### src/rtl/kds_pkg.sv
// Shared constants and types for the kernel data shifter (KDS) loader.
package kds_pkg;

  localparam int KDS_NB_GROUPS       = 12;
  localparam int KDS_LANES           = 3;
  localparam int KDS_LOG2_RING_DEPTH = 3;
  localparam int KDS_IO_DATA_WIDTH   = 16;

  typedef struct packed {
    logic [KDS_IO_DATA_WIDTH-1:0] d1;
    logic [KDS_IO_DATA_WIDTH-1:0] d2;
    logic [KDS_IO_DATA_WIDTH-1:0] d3;
  } kds_triple_t;

  typedef enum logic [1:0] {
    IDLE  = 2'd0,
    FILL  = 2'd1,
    DRIVE = 2'd2,
    DONE  = 2'd3
  } kds_ld_state_t;

endpackage

### src/rtl/kds_stage_buf.sv
// Staging register file for one ring's worth of triples: one write port,
// asynchronous read so the ring position maps straight to the lane outputs.
module kds_stage_buf
  import kds_pkg::*;
#(
  parameter int DW = KDS_IO_DATA_WIDTH,
  parameter int AW = KDS_LOG2_RING_DEPTH
) (
  input  logic                    clk,
  input  logic                    we_i,
  input  logic [AW-1:0]           waddr_i,
  input  logic [KDS_LANES*DW-1:0] wdata_i,
  input  logic [AW-1:0]           raddr_i,
  output logic [KDS_LANES*DW-1:0] rdata_o
);

  localparam int DEPTH = 1 << AW;

  logic [KDS_LANES*DW-1:0] mem_q [DEPTH];

  always_ff @(posedge clk) begin
    if (we_i) begin
      mem_q[waddr_i] <= wdata_i;
    end
  end

  assign rdata_o = mem_q[raddr_i];

endmodule

### src/rtl/kds_loader.sv
// KDS producer: stages one ring of weight triples per group, then rewrites
// that group's rings position-aligned using the free-running ring phase.
module kds_loader
  import kds_pkg::*;
#(
  parameter int IO_DATA_WIDTH   = KDS_IO_DATA_WIDTH,
  parameter int NB_GROUPS       = KDS_NB_GROUPS,
  parameter int LOG2_RING_DEPTH = KDS_LOG2_RING_DEPTH
) (
  input  logic                             clk,
  input  logic                             arst_n_in,
  input  logic                             start,
  input  logic [$clog2(NB_GROUPS)-1:0]     first_group,
  input  logic [$clog2(NB_GROUPS+1)-1:0]   nb_groups,
  input  logic [IO_DATA_WIDTH-1:0]         in_d1,
  input  logic [IO_DATA_WIDTH-1:0]         in_d2,
  input  logic [IO_DATA_WIDTH-1:0]         in_d3,
  input  logic                             in_valid,
  output logic                             in_ready,
  output logic [IO_DATA_WIDTH-1:0]         v_1,
  output logic [IO_DATA_WIDTH-1:0]         v_2,
  output logic [IO_DATA_WIDTH-1:0]         v_3,
  output logic [NB_GROUPS-1:0]             LE_select,
  output logic [LOG2_RING_DEPTH-1:0]       ring_phase,
  output logic                             busy,
  output logic                             done,
  output logic                             err
);

  localparam int DW         = IO_DATA_WIDTH;
  localparam int GW         = $clog2(NB_GROUPS);
  localparam int CW         = $clog2(NB_GROUPS + 1);
  localparam int PW         = LOG2_RING_DEPTH;
  localparam int FW         = LOG2_RING_DEPTH + 1;
  localparam int RING_DEPTH = 1 << LOG2_RING_DEPTH;

  localparam logic [GW-1:0] LAST_GROUP = GW'(NB_GROUPS - 1);
  localparam logic [CW-1:0] MAX_GROUPS = CW'(NB_GROUPS);
  localparam logic [FW-1:0] FILL_LAST  = FW'(RING_DEPTH - 1);
  localparam logic [PW-1:0] PHASE_LAST = '1;

  kds_ld_state_t   state_q, state_d;
  logic [PW-1:0]   phase_q;
  logic [FW-1:0]   fill_cnt_q, fill_cnt_d;
  logic [PW-1:0]   drv_cnt_q, drv_cnt_d;
  logic [GW-1:0]   cur_group_q, cur_group_d;
  logic [CW-1:0]   remaining_q, remaining_d;
  logic            err_q, err_d;
  logic            buf_we;
  logic            driving;
  logic [3*DW-1:0] buf_rdata;

  kds_stage_buf #(
    .DW (DW),
    .AW (PW)
  ) u_stage_buf (
    .clk     (clk),
    .we_i    (buf_we),
    .waddr_i (fill_cnt_q[PW-1:0]),
    .wdata_i ({in_d1, in_d2, in_d3}),
    .raddr_i (phase_q),
    .rdata_o (buf_rdata)
  );

  always_comb begin
    state_d     = state_q;
    fill_cnt_d  = fill_cnt_q;
    drv_cnt_d   = drv_cnt_q;
    cur_group_d = cur_group_q;
    remaining_d = remaining_q;
    err_d       = err_q;
    buf_we      = 1'b0;
    unique case (state_q)
      IDLE: begin
        if (start) begin
          if ((first_group > LAST_GROUP) || (nb_groups > MAX_GROUPS)) begin
            state_d = DONE;
            err_d   = 1'b1;
          end else if (nb_groups == '0) begin
            state_d = DONE;
            err_d   = 1'b0;
          end else begin
            state_d     = FILL;
            cur_group_d = first_group;
            remaining_d = nb_groups;
            fill_cnt_d  = '0;
          end
        end
      end
      FILL: begin
        if (in_valid) begin
          buf_we     = 1'b1;
          fill_cnt_d = fill_cnt_q + FW'(1);
          if (fill_cnt_q == FILL_LAST) begin
            state_d   = DRIVE;
            drv_cnt_d = '0;
          end
        end
      end
      DRIVE: begin
        drv_cnt_d = drv_cnt_q + PW'(1);
        if (drv_cnt_q == PHASE_LAST) begin
          remaining_d = remaining_q - CW'(1);
          fill_cnt_d  = '0;
          if (remaining_q == CW'(1)) begin
            state_d = DONE;
          end else begin
            state_d     = FILL;
            cur_group_d = (cur_group_q == LAST_GROUP) ? '0 : cur_group_q + GW'(1);
          end
        end
      end
      DONE: begin
        state_d = IDLE;
        err_d   = 1'b0;
      end
      default: state_d = IDLE;
    endcase
  end

  // ring_phase must free-run from reset so it tracks the KDS ring positions.
  always_ff @(posedge clk or negedge arst_n_in) begin
    if (!arst_n_in) begin
      state_q     <= IDLE;
      phase_q     <= '0;
      fill_cnt_q  <= '0;
      drv_cnt_q   <= '0;
      cur_group_q <= '0;
      remaining_q <= '0;
      err_q       <= 1'b0;
    end else begin
      state_q     <= state_d;
      phase_q     <= phase_q + PW'(1);
      fill_cnt_q  <= fill_cnt_d;
      drv_cnt_q   <= drv_cnt_d;
      cur_group_q <= cur_group_d;
      remaining_q <= remaining_d;
      err_q       <= err_d;
    end
  end

  assign driving    = (state_q == DRIVE);
  assign in_ready   = (state_q == FILL);
  assign busy       = (state_q != IDLE);
  assign done       = (state_q == DONE);
  assign err        = err_q;
  assign ring_phase = phase_q;

  for (genvar gi = 0; gi < NB_GROUPS; gi++) begin : g_le
    assign LE_select[gi] = driving && (cur_group_q == GW'(gi));
  end

  assign v_1 = driving ? buf_rdata[3*DW-1:2*DW] : '0;
  assign v_2 = driving ? buf_rdata[2*DW-1:DW]   : '0;
  assign v_3 = driving ? buf_rdata[DW-1:0]      : '0;

endmodule

### config.mk
export PLATFORM = sky130hd
export DESIGN_NAME = kds_loader
export DESIGN_NICKNAME = d
export VERILOG_FILES = /design/src/rtl/kds_pkg.sv /design/src/rtl/kds_stage_buf.sv /design/src/rtl/kds_loader.sv
export SDC_FILE = /design/constraint.sdc
export NUM_CORES = 1
export LEC_CHECK = 0
export CAP_MARGIN = 20
export CORE_MARGIN = 2
export CORE_UTILIZATION = 55
export CTS_CLUSTER_SIZE = 25
export DETAILED_ROUTE_END_ITERATION = 16
export PLACE_DENSITY = 0.75
export SLEW_MARGIN = 20
export SYNTH_ARGS = -nofsm -noshare
export SYNTH_HDL_FRONTEND = slang
export SYNTH_HIERARCHICAL = 1
export SYNTH_SLANG_ARGS = --single-unit
### constraint.sdc
create_clock -name clk -period 5.29 [get_ports clk]
set_input_delay 1.058 -clock clk [delete_from_list [all_inputs] [get_ports clk]]
set_output_delay 1.058 -clock clk [all_outputs]
set_load 0.005 [all_outputs]
==> report_table.html, run 1 <==
<table>
<tr><th>Metric</th><th>Value</th></tr>
<tr><th colspan="2">Status</th></tr>
<tr><td>Result of the run</td><td>finished, final reports clean</td></tr>
<tr><th colspan="2">Drt</th></tr>
<tr><td>Max Used Layer</td><td>met5</td></tr>
<tr><td>Met3 WL post-DR</td><td>2360 um</td></tr>
<tr><td>Post-detailed-routing wire length</td><td>31,500 um</td></tr>
<tr><td>Wire length on met1</td><td>13,000 um</td></tr>
<tr><td>DR DRC count</td><td>0</td></tr>
<tr><td>Vias per Instance</td><td>5.89</td></tr>
<tr><td>Met2 routed wirelength</td><td>15,700 um</td></tr>
<tr><td>Initial DRT Pass Iterations</td><td>6</td></tr>
<tr><td>Number of vias in the routed layout</td><td>7,928</td></tr>
<tr><td>Residual antenna-violating net count after detailed routing</td><td>0</td></tr>
<tr><td>Detail-routed net length per standard cell</td><td>23.4 um</td></tr>
<tr><td>Detailed Route Iter0 Violations</td><td>595</td></tr>
<tr><th colspan="2">Clock network</th></tr>
<tr><td>Clock tree buffer depth</td><td>3</td></tr>
<tr><td>Sinks on Clock Net</td><td>405</td></tr>
<tr><td>Post-CTS Hold Fix Bufs</td><td>0</td></tr>
<tr><td>PostCTS Resize Cnt</td><td>0</td></tr>
<tr><td>CTS tree</td><td>built</td></tr>
<tr><td>Post-CTS setup repair buffer count</td><td>0</td></tr>
<tr><td>TritonCTS Buffers</td><td>41</td></tr>
<tr><td>Post-CTS clock slew at the launch and capture registers of the worst setup and hold paths</td><td>0.06 ns</td></tr>
<tr><td>Clock latency reported for the late side of the worst-skew pair</td><td>0.52 ns</td></tr>
<tr><td>Buffer type at the clock tree root</td><td>sky130_fd_sc_hd__clkbuf_16</td></tr>
<tr><td>CTS H-tree lvls</td><td>2</td></tr>
<tr><th colspan="2">Synth</th></tr>
<tr><td>Mux contribution to synthesized area</td><td>17.8%</td></tr>
<tr><td>Post-Syn Instances</td><td>770</td></tr>
<tr><td>Syn nets</td><td>840</td></tr>
<tr><td>Most area-consuming cells after synthesis</td><td>sky130_fd_sc_hd__edfxtp_1 70%, sky130_fd_sc_hd__mux4_2 13%, sky130_fd_sc_hd__mux2_4 3.8%, sky130_fd_sc_hd__dfrtp_1 3.2%, sky130_fd_sc_hd__and2_1 2.0%</td></tr>
<tr><td>Area share of the leading cell type in the synthesized netlist</td><td>70.5%</td></tr>
<tr><td>Commonest register cell after synthesis</td><td>sky130_fd_sc_hd__edfxtp_1</td></tr>
<tr><td>Synth Area in XOR/XNOR</td><td>0.107%</td></tr>
<tr><td>Simple-gate share of the synthesized area</td><td>4.16%</td></tr>
<tr><td>Most common cell in the synthesized netlist</td><td>sky130_fd_sc_hd__edfxtp_1</td></tr>
<tr><td>Share of synthesized cell area in full adder, half adder and majority cells</td><td>0.765%</td></tr>
<tr><td>Avg Synthesized Cell Area</td><td>21.3 um2</td></tr>
<tr><td>Sequential element share of the synthesized area</td><td>73.7%</td></tr>
<tr><td>Dominant cell type by area after synthesis</td><td>sky130_fd_sc_hd__edfxtp_1</td></tr>
<tr><td>Summed instance area of the synthesized netlist</td><td>16,400 um2</td></tr>
<tr><td>Share of flip-flops with an asynchronous set or reset</td><td>5.19%</td></tr>
<tr><td>Yosys warning total</td><td>6</td></tr>
<tr><td>Synth Area in Compound Gates</td><td>1.64%</td></tr>
<tr><td>Number of distinct library cell variants in the gate-level netlist after synthesis</td><td>49</td></tr>
<tr><td>Combinational family with the most area after synthesis</td><td>multiplexers</td></tr>
<tr><td>Number of synthesized register bits</td><td>405</td></tr>
<tr><td>Post-synth EDFFs</td><td>384</td></tr>
<tr><td>Most numerous cell types in the synthesized netlist</td><td>384 x sky130_fd_sc_hd__edfxtp_1, 93 x sky130_fd_sc_hd__mux4_2, 53 x sky130_fd_sc_hd__and2_1</td></tr>
<tr><th colspan="2">Setup path</th></tr>
<tr><td>WP data required</td><td>4.23 ns</td></tr>
<tr><td>Critical path capture point type</td><td>output port</td></tr>
<tr><td>Total buffers and inverters traversed by the critical path</td><td>2</td></tr>
<tr><td>Type of origin of the critical path</td><td>flip-flop</td></tr>
<tr><td>Signal arrival time at the worst endpoint</td><td>3.22 ns</td></tr>
<tr><td>CP max stage cell</td><td>sky130_fd_sc_hd__dfrtp_4</td></tr>
<tr><td>Critical-path cell list</td><td>buf_4, mux4_1, mux2_4, and2_1, clkdlybuf4s50_1</td></tr>
<tr><td>Worst-path fanout max</td><td>35</td></tr>
<tr><td>Stage delay of the slowest cell on the critical path</td><td>0.87 ns</td></tr>
<tr><td>Delay-heaviest family, CP</td><td>flip-flops</td></tr>
<tr><td>Startpoint-to-endpoint class of the critical path</td><td>flip-flop to output port</td></tr>
<tr><th colspan="2">Layout</th></tr>
<tr><td>Count of fill cells added during filler insertion</td><td>1,920</td></tr>
<tr><td>Layout area overhead</td><td>18.5%</td></tr>
<tr><td>Number of diodes</td><td>0</td></tr>
<tr><td>Final Net Count</td><td>993</td></tr>
<tr><td>Post-layout instance count excluding filler cells</td><td>1,346</td></tr>
<tr><td>Fraction of layout instances using a drive strength above 1</td><td>25.0%</td></tr>
<tr><th colspan="2">Floorplanning</th></tr>
<tr><td>Initial core utilization</td><td>55.5%</td></tr>
<tr><td>Die area</td><td>31,100 um2</td></tr>
<tr><td>Die X-Extent</td><td>176 um</td></tr>
<tr><td>Number of ports placed on the die boundary</td><td>127</td></tr>
<tr><td>Number of core rows</td><td>63</td></tr>
<tr><td>Overall die height</td><td>176 um</td></tr>
<tr><td>Core box area</td><td>29,500 um2</td></tr>
<tr><th colspan="2">STA</th></tr>
<tr><td>Minimum clock period</td><td>4.28 ns</td></tr>
<tr><td>Number of max-slew violations in the final report</td><td>0</td></tr>
<tr><td>PnR worst setup slack</td><td>1.01 ns</td></tr>
<tr><td>Fmax achieved</td><td>234 MHz</td></tr>
<tr><td>Worst Clk Skew</td><td>0.0129 ns</td></tr>
<tr><td>Final setup violation count</td><td>0</td></tr>
<tr><td>Relative max-transition margin</td><td>28.1%</td></tr>
<tr><td>Setup repair after global routing missed its margin</td><td>no</td></tr>
<tr><td>Final clock period utilization by the worst path</td><td>80.9%</td></tr>
<tr><td>Slew at the pin closest to its max-slew limit</td><td>1.08 ns</td></tr>
<tr><td>Sum of negative setup slack</td><td>0 ns</td></tr>
<tr><td>Final hold viol count</td><td>0</td></tr>
<tr><th colspan="2">Global route</th></tr>
<tr><td>First-pass GRT wire length</td><td>48,700 um</td></tr>
<tr><td>Number of antenna violations at the first check in global routing</td><td>2</td></tr>
<tr><td>GRT Total Usage</td><td>20.8%</td></tr>
<tr><td>Largest net degree at the start of global routing</td><td>58</td></tr>
<tr><td>Number of global-route vias before repair</td><td>8,263</td></tr>
<tr><td>Total congestion overflow after global routing</td><td>0</td></tr>
<tr><th colspan="2">Worst hold path</th></tr>
<tr><td>Tightest Hold Check Type</td><td>input pin to asynchronous set/reset pin</td></tr>
<tr><th colspan="2">Placement</th></tr>
<tr><td>Worst slack after detailed placement</td><td>1.47 ns</td></tr>
<tr><td>Gp weighted congestion</td><td>0.800</td></tr>
<tr><td>Number of placed cells counting well taps</td><td>1,270</td></tr>
<tr><td>Port-buffer cells</td><td>126</td></tr>
<tr><td>Half-perimeter wire length after detailed placement</td><td>17,500 um</td></tr>
<tr><th colspan="2">Power</th></tr>
<tr><td>Lkg Pwr</td><td>6.45 nW</td></tr>
<tr><td>Largest vdd supply drop</td><td>0.312 mV</td></tr>
<tr><td>Power per cell area</td><td>403 nW/um2</td></tr>
<tr><th colspan="2">Job</th></tr>
<tr><td>Number of max-capacitance violations reported</td><td>0</td></tr>
</table>
[layout make-up]
cell class	instances	area [um2]	share of cell area [%]
Sequential cell	405	12100	62.2
Multi-Input combinational cell	315	4070	21.0
Timing Repair Buffer	148	1450	7.46
Clock buffer	51	1110	5.70
Tap cell	390	488	2.52
Clock inverter	25	166	0.858
Inverter	12	45.0	0.232
[layer usage]
layer	up-vias	global-route usage, %
met2	308	34.1
met1	4113	29.5
met3	42	4.24
met4	4	4.51
li1	3461	-
met5	-	0
[where the power goes]
group | internal [W] | total, W | switching (W)
combinational | 0.000350 | 0.000896 | 0.000546
clock | 0.00158 | 0.00271 | 0.00113
sequential | 0.00403 | 0.00420 | 0.000170
total | 0.00596 | 0.00781 | 0.00185
[layout by cell type (no fill, tap or decap), types with 3 or more instances in the layout]
master,netlist,final
sky130_fd_sc_hd__clkinv_1,0,15
sky130_fd_sc_hd__nand2_1,16,16
sky130_fd_sc_hd__a21oi_1,9,9
sky130_fd_sc_hd__dfrtp_1,21,18
sky130_fd_sc_hd__nand3_1,5,5
sky130_fd_sc_hd__clkdlybuf4s50_1,0,125
sky130_fd_sc_hd__o21ai_0,6,6
sky130_fd_sc_hd__and2_1,53,53
sky130_fd_sc_hd__inv_1,12,12
sky130_fd_sc_hd__clkinv_2,0,5
sky130_fd_sc_hd__clkbuf_16,0,43
sky130_fd_sc_hd__nor3_1,5,3
sky130_fd_sc_hd__dfrtp_4,0,3
sky130_fd_sc_hd__mux2i_1,4,4
sky130_fd_sc_hd__ha_1,10,10
sky130_fd_sc_hd__nor2_4,0,6
sky130_fd_sc_hd__clkbuf_1,16,8
sky130_fd_sc_hd__mux2_4,41,41
sky130_fd_sc_hd__mux4_1,3,3
sky130_fd_sc_hd__and3_1,8,8
sky130_fd_sc_hd__mux2_2,8,8
sky130_fd_sc_hd__mux4_2,93,93
sky130_fd_sc_hd__nor2_1,11,5
sky130_fd_sc_hd__buf_4,0,20
sky130_fd_sc_hd__nand2b_1,6,6
sky130_fd_sc_hd__edfxtp_1,384,384
[cells by family (layout without fill, tap and decap cells)]
kind of cell	count (synthesis)	after routing
multiplexers	149	149
XOR/XNOR	2	2
buffers and inverters	50	236
AND/OR/NAND/NOR	117	117
flip-flops	405	405
adder cells (fa/ha/maj)	10	10
AO/OA/AOI/OAI	37	37
[worst register-to-register path, stage by stage (launching register included)]
cell and delay (ns):
sky130_fd_sc_hd__dfrtp_1 0.71, sky130_fd_sc_hd__nor2b_1 0.52, sky130_fd_sc_hd__nand2_1 0.25, sky130_fd_sc_hd__inv_1 0.15
sky130_fd_sc_hd__nand2_1 0.22, sky130_fd_sc_hd__nor2_4 0.76, sky130_fd_sc_hd__buf_4 0.42
[state kept, by name (all words and copies together), names as in the netlist]
signal	flops
cur_group_q	4
drv_cnt_q	3
err	1
fill_cnt_q	4
remaining_q	4
ring_phase	3
state_q	2
u_stage_buf/mem_q	384
[worst paths after layout]
path / start / to / slack (ns) / cells after the start
max reg2reg: state_q[0]$_DFFE_PN0P_ / u_stage_buf/mem_q[7][28]$_DFFE_PP_ / 1.92 / 6
min: arst_n_in / cur_group_q[2]$_DFFE_PN0P_ / 0.51 / 1
max: ring_phase[0]$_DFF_PN0_ / v_2[5] / 1.01 / 5
min reg2reg: drv_cnt_q[0]$_DFFE_PN0P_ / drv_cnt_q[0]$_DFFE_PN0P_ / 0.51 / 1
min in group clk: drv_cnt_q[0]$_DFFE_PN0P_ / drv_cnt_q[0]$_DFFE_PN0P_ / 0.51 / 1
max in group asynchronous: arst_n_in / ring_phase[2]$_DFF_PN0_ / 4.40 / 1
[metrics by stage]
step                      area [um2]  hold WS, ns  utilization (%)  power (W)
after floorplan                16400        0.468                -    0.00476
after global placement         18100        0.488             61.5    0.00513
after detailed placement       18100        0.491             61.5    0.00517
after CTS                      19400        0.512             65.8    0.00788
after global routing           19400        0.527             65.8    0.00810
final                          19400        0.506             65.8    0.00781
Note: power is estimated with default switching activity, not from simulation.
==> run 2: changes to the inputs <==
==> constraint.sdc (replaced) <==
create_clock -name clk -period 3.95 [get_ports clk]
set_input_delay 0.79 -clock clk [delete_from_list [all_inputs] [get_ports clk]]
set_output_delay 0.79 -clock clk [all_outputs]
set_load 0.005 [all_outputs]
==> run 2 against run 1 <==
  * Total power increased by 34%
  * Via count decreased by 1.3%
  * Setup slack got worse by 0.83 ns
  * Sequential power increased by 34%
  * Combinational power increased by 41%
  * Sequential share of layout area decreased by 0.32 points
  * Flip-flop and latch count unchanged
  * Clock power increased by 31%
  * Highest routed layer is now met4
==> report_table.html, run 2 (same netlist as run 1, synthesis figures left out) <==
<table>
<tr><th>Metric</th><th>Value</th></tr>
<tr><th colspan="2">Clock network</th></tr>
<tr><td>Clock tree buffer depth</td><td>3 (unchanged)</td></tr>
<tr><td>Post-CTS clock slew at the launch and capture registers of the worst setup and hold paths</td><td>0.06 ns (about the same)</td></tr>
<tr><td>Post-CTS setup repair buffer count</td><td>0 (unchanged)</td></tr>
<tr><td>Clock latency reported for the late side of the worst-skew pair</td><td>0.52 ns (about the same)</td></tr>
<tr><td>Buffer type at the clock tree root</td><td>sky130_fd_sc_hd__clkbuf_16 (unchanged)</td></tr>
<tr><td>PostCTS Resize Cnt</td><td>0 (unchanged)</td></tr>
<tr><td>Sinks on Clock Net</td><td>405 (unchanged)</td></tr>
<tr><td>TritonCTS Buffers</td><td>40 (was 41)</td></tr>
<tr><td>CTS H-tree lvls</td><td>2 (unchanged)</td></tr>
<tr><td>CTS tree</td><td>built (unchanged)</td></tr>
<tr><td>Post-CTS Hold Fix Bufs</td><td>0 (unchanged)</td></tr>
<tr><th colspan="2">Job</th></tr>
<tr><td>Number of max-capacitance violations reported</td><td>0 (unchanged)</td></tr>
<tr><th colspan="2">Placement</th></tr>
<tr><td>Number of placed cells counting well taps</td><td>1,274 (was 1,270)</td></tr>
<tr><td>Gp weighted congestion</td><td>0.808 (was 0.800)</td></tr>
<tr><td>Port-buffer cells</td><td>126 (unchanged)</td></tr>
<tr><td>Post-placement cell area</td><td>18,300 um2 (was 18,100 um2)</td></tr>
<tr><td>Half-perimeter wire length after detailed placement</td><td>17,300 um (was 17,500 um)</td></tr>
<tr><th colspan="2">Setup path</th></tr>
<tr><td>Worst setup slack for register-to-register paths</td><td>1.22 ns (was 1.92 ns)</td></tr>
<tr><td>Startpoint-to-endpoint class of the critical path</td><td>flip-flop to output port (unchanged)</td></tr>
<tr><td>Type of origin of the critical path</td><td>flip-flop (unchanged)</td></tr>
<tr><td>Depth of the most critical reg-to-reg path</td><td>6 (unchanged)</td></tr>
<tr><td>Critical path capture point type</td><td>output port (unchanged)</td></tr>
<tr><td>WP data required</td><td>3.16 ns (was 4.23 ns)</td></tr>
<tr><td>Reg-to-reg critical path startpoint</td><td>state_q[0]$_DFFE_PN0P_ (unchanged)</td></tr>
<tr><td>Terminus of the critical flop-to-flop path</td><td>u_stage_buf/mem_q[5][37]$_DFFE_PP_ (was u_stage_buf/mem_q[7][28]$_DFFE_PP_)</td></tr>
<tr><td>Worst-path fanout max</td><td>39 (was 35)</td></tr>
<tr><td>Signal arrival time at the worst endpoint</td><td>2.98 ns (was 3.22 ns)</td></tr>
<tr><th colspan="2">Drt</th></tr>
<tr><td>Wire length on met1</td><td>13,000 um (about the same)</td></tr>
<tr><td>Met3 WL post-DR</td><td>1930 um (was 2360 um)</td></tr>
<tr><td>Residual antenna-violating net count after detailed routing</td><td>0 (unchanged)</td></tr>
<tr><td>Max Used Layer</td><td>met4 (was met5)</td></tr>
<tr><td>Detail-routed net length per standard cell</td><td>23.0 um (was 23.4 um)</td></tr>
<tr><td>Vias per Instance</td><td>5.83 (was 5.89)</td></tr>
<tr><td>Post-detailed-routing wire length</td><td>30,900 um (was 31,500 um)</td></tr>
<tr><td>Initial DRT Pass Iterations</td><td>5 (was 6)</td></tr>
<tr><td>Detailed Route Iter0 Violations</td><td>701 (was 595)</td></tr>
<tr><td>DR DRC count</td><td>0 (unchanged)</td></tr>
<tr><td>Number of vias in the routed layout</td><td>7,827 (was 7,928)</td></tr>
<tr><td>Met2 routed wirelength</td><td>15,500 um (was 15,700 um)</td></tr>
<tr><th colspan="2">STA</th></tr>
<tr><td>Relative max-transition margin</td><td>58.3% (was 28.1%)</td></tr>
<tr><td>Worst Clk Skew</td><td>0.0164 ns (was 0.0129 ns)</td></tr>
<tr><td>Final setup violation count</td><td>0 (unchanged)</td></tr>
<tr><td>Sum of negative setup slack</td><td>0 ns (unchanged)</td></tr>
<tr><td>Slew at the pin closest to its max-slew limit</td><td>0.626 ns (was 1.08 ns)</td></tr>
<tr><td>Minimum clock period</td><td>3.77 ns</td></tr>
<tr><td>Fmax achieved</td><td>265 MHz</td></tr>
<tr><td>Worst hold slack across all endpoints</td><td>0.242 ns (was 0.506 ns)</td></tr>
<tr><td>Number of max-slew violations in the final report</td><td>0 (unchanged)</td></tr>
<tr><td>Setup repair after global routing missed its margin</td><td>no (unchanged)</td></tr>
<tr><td>Final clock period utilization by the worst path</td><td>95.4%</td></tr>
<tr><td>Final hold viol count</td><td>0 (unchanged)</td></tr>
<tr><th colspan="2">Layout</th></tr>
<tr><td>Final design instance area without fill</td><td>19,500 um2 (was 19,400 um2)</td></tr>
<tr><td>Largest reg by FF count</td><td>u_stage_buf/mem_q (unchanged)</td></tr>
<tr><td>Count of fill cells added during filler insertion</td><td>1,896 (was 1,920)</td></tr>
<tr><td>Commonest non-fill, non-tap cell in the layout</td><td>sky130_fd_sc_hd__edfxtp_1 (unchanged)</td></tr>
<tr><td>Sequential standard cell area</td><td>12,100 um2 (unchanged)</td></tr>
<tr><td>Combined area of the multi-input logic cells</td><td>4090 um2 (was 4070 um2)</td></tr>
<tr><td>Fraction of layout instances using a drive strength above 1</td><td>25.3% (was 25.0%)</td></tr>
<tr><td>Top library cells by usage in the layout, fill and taps aside</td><td>384 x sky130_fd_sc_hd__edfxtp_1, 125 x sky130_fd_sc_hd__clkdlybuf4s50_1, 93 x sky130_fd_sc_hd__mux4_2 (unchanged)</td></tr>
<tr><td>Layout area overhead</td><td>19.1% (was 18.5%)</td></tr>
<tr><td>Final Net Count</td><td>996 (was 993)</td></tr>
<tr><td>Post-layout instance count excluding filler cells</td><td>1,342 (was 1,346)</td></tr>
<tr><td>Number of flip-flops under the largest register name</td><td>384 (unchanged)</td></tr>
<tr><th colspan="2">Worst hold path</th></tr>
<tr><td>Tightest Hold Check Type</td><td>input pin to asynchronous set/reset pin (unchanged)</td></tr>
<tr><th colspan="2">Power</th></tr>
<tr><td>Lkg Pwr</td><td>6.48 nW (was 6.45 nW)</td></tr>
<tr><td>Power per cell area</td><td>535 nW/um2 (was 403 nW/um2)</td></tr>
<tr><td>Largest vdd supply drop</td><td>0.385 mV (was 0.312 mV)</td></tr>
<tr><td>Overall power</td><td>0.0104 W (was 0.00781 W)</td></tr>
<tr><th colspan="2">Global route</th></tr>
<tr><td>GRT Total Usage</td><td>20.4% (was 20.8%)</td></tr>
<tr><td>Number of global-route vias before repair</td><td>8,155 (was 8,263)</td></tr>
<tr><td>First-pass GRT wire length</td><td>47,400 um (was 48,700 um)</td></tr>
<tr><td>Largest net degree at the start of global routing</td><td>44 (was 58)</td></tr>
<tr><td>Total congestion overflow after global routing</td><td>0 (unchanged)</td></tr>
<tr><td>Number of antenna violations at the first check in global routing</td><td>1 (was 2)</td></tr>
<tr><th colspan="2">Floorplanning</th></tr>
<tr><td>Overall die height</td><td>176 um (unchanged)</td></tr>
<tr><td>Die X-Extent</td><td>176 um (unchanged)</td></tr>
<tr><td>Initial core utilization</td><td>55.5% (unchanged)</td></tr>
<tr><td>Core box area</td><td>29,500 um2 (unchanged)</td></tr>
<tr><td>Number of ports placed on the die boundary</td><td>127 (unchanged)</td></tr>
<tr><td>Number of core rows</td><td>63 (unchanged)</td></tr>
<tr><td>Die area</td><td>31,100 um2 (unchanged)</td></tr>
<tr><th colspan="2">Status</th></tr>
<tr><td>Result of the run</td><td>finished, final reports clean (unchanged)</td></tr>
</table>
[run 2: cell types whose count changed in the layout (fill, tap and decap cells not counted)]
| cell | previous run | this run |
|---|---|---|
| sky130_fd_sc_hd__buf_12 | 2 | 11 |
| sky130_fd_sc_hd__buf_4 | 20 | 15 |
| sky130_fd_sc_hd__bufinv_16 | 2 | 3 |
| sky130_fd_sc_hd__clkbuf_1 | 8 | 9 |
| sky130_fd_sc_hd__clkbuf_16 | 43 | 41 |
| sky130_fd_sc_hd__clkinv_1 | 15 | 7 |
| sky130_fd_sc_hd__clkinv_4 | 1 | 0 |
| sky130_fd_sc_hd__clkinvlp_4 | 1 | 2 |
| sky130_fd_sc_hd__diode_2 | 0 | 1 |
| sky130_fd_sc_hd__inv_6 | 1 | 0 |
| sky130_fd_sc_hd__nor3_2 | 2 | 0 |
| sky130_fd_sc_hd__nor3_4 | 0 | 2 |
[run 2: final cells by class]
class | count | area share [%]
Sequential cell | 405 | 61.9
Multi-Input combinational cell | 315 | 21.0
Timing Repair Buffer | 152 | 8.15
Clock buffer | 50 | 5.44
Tap cell | 390 | 2.50
Clock inverter | 17 | 0.802
Inverter | 12 | 0.231
Antenna cell | 1 | 0.0128
[run 2: layer usage]
metal / track usage (%) / vias to the layer above
met5: 0 / -
met4: 4.55 / 0
met3: 3.73 / 37
met2: 34.3 / 238
met1: 28.1 / 4101
li1: - / 3451
[run 2: per-stage QoR]
| step | util, % | worst slack (ns) |
|---|---|---|
| 6_report | 66.1 | 0.182 |
| 5_1_grt | 66.1 | 0.0227 |
| 4_1_cts | 66.1 | 0.125 |
| 3_5_place_dp | 62.0 | 0.687 |
| 3_3_place_gp | 62.0 | 0.708 |
| 2_1_floorplan | - | 0.361 |
[run 2: worst max-delay path by stage]
| stage | start | end | slack [ns] | cells after the start |
|---|---|---|---|---|
| after detailed placement | ring_phase[0]$_DFF_PN0_ | v_2[5] | 0.69 | 5 |
| final | ring_phase[0]$_DFF_PN0_ | v_2[5] | 0.18 | 5 |
| after floorplan | in_valid | u_stage_buf/mem_q[1][0]$_DFFE_PP_ | 0.36 | 4 |
| after global placement | ring_phase[0]$_DFF_PN0_ | v_2[2] | 0.71 | 5 |
| after global routing | ring_phase[0]$_DFF_PN0_ | v_2[5] | 0.02 | 5 |
| after CTS | ring_phase[0]$_DFF_PN0_ | v_2[10] | 0.13 | 5 |
[run 2: worst max-delay path, stage by stage (launching register included)]
cell and delay (ns):
sky130_fd_sc_hd__dfrtp_4 0.65, sky130_fd_sc_hd__buf_12 0.35, sky130_fd_sc_hd__mux4_1 0.60, sky130_fd_sc_hd__mux2_4 0.28, sky130_fd_sc_hd__and2_1 0.13, sky130_fd_sc_hd__clkdlybuf4s50_1 0.43
[run 2: power breakdown]
group          leakage [nW]  internal [W]  switching [W]
registers              3.74       0.00539       0.000237
clock network         0.589       0.00209        0.00146
logic                  2.15      0.000513       0.000744
total                  6.48       0.00799        0.00244
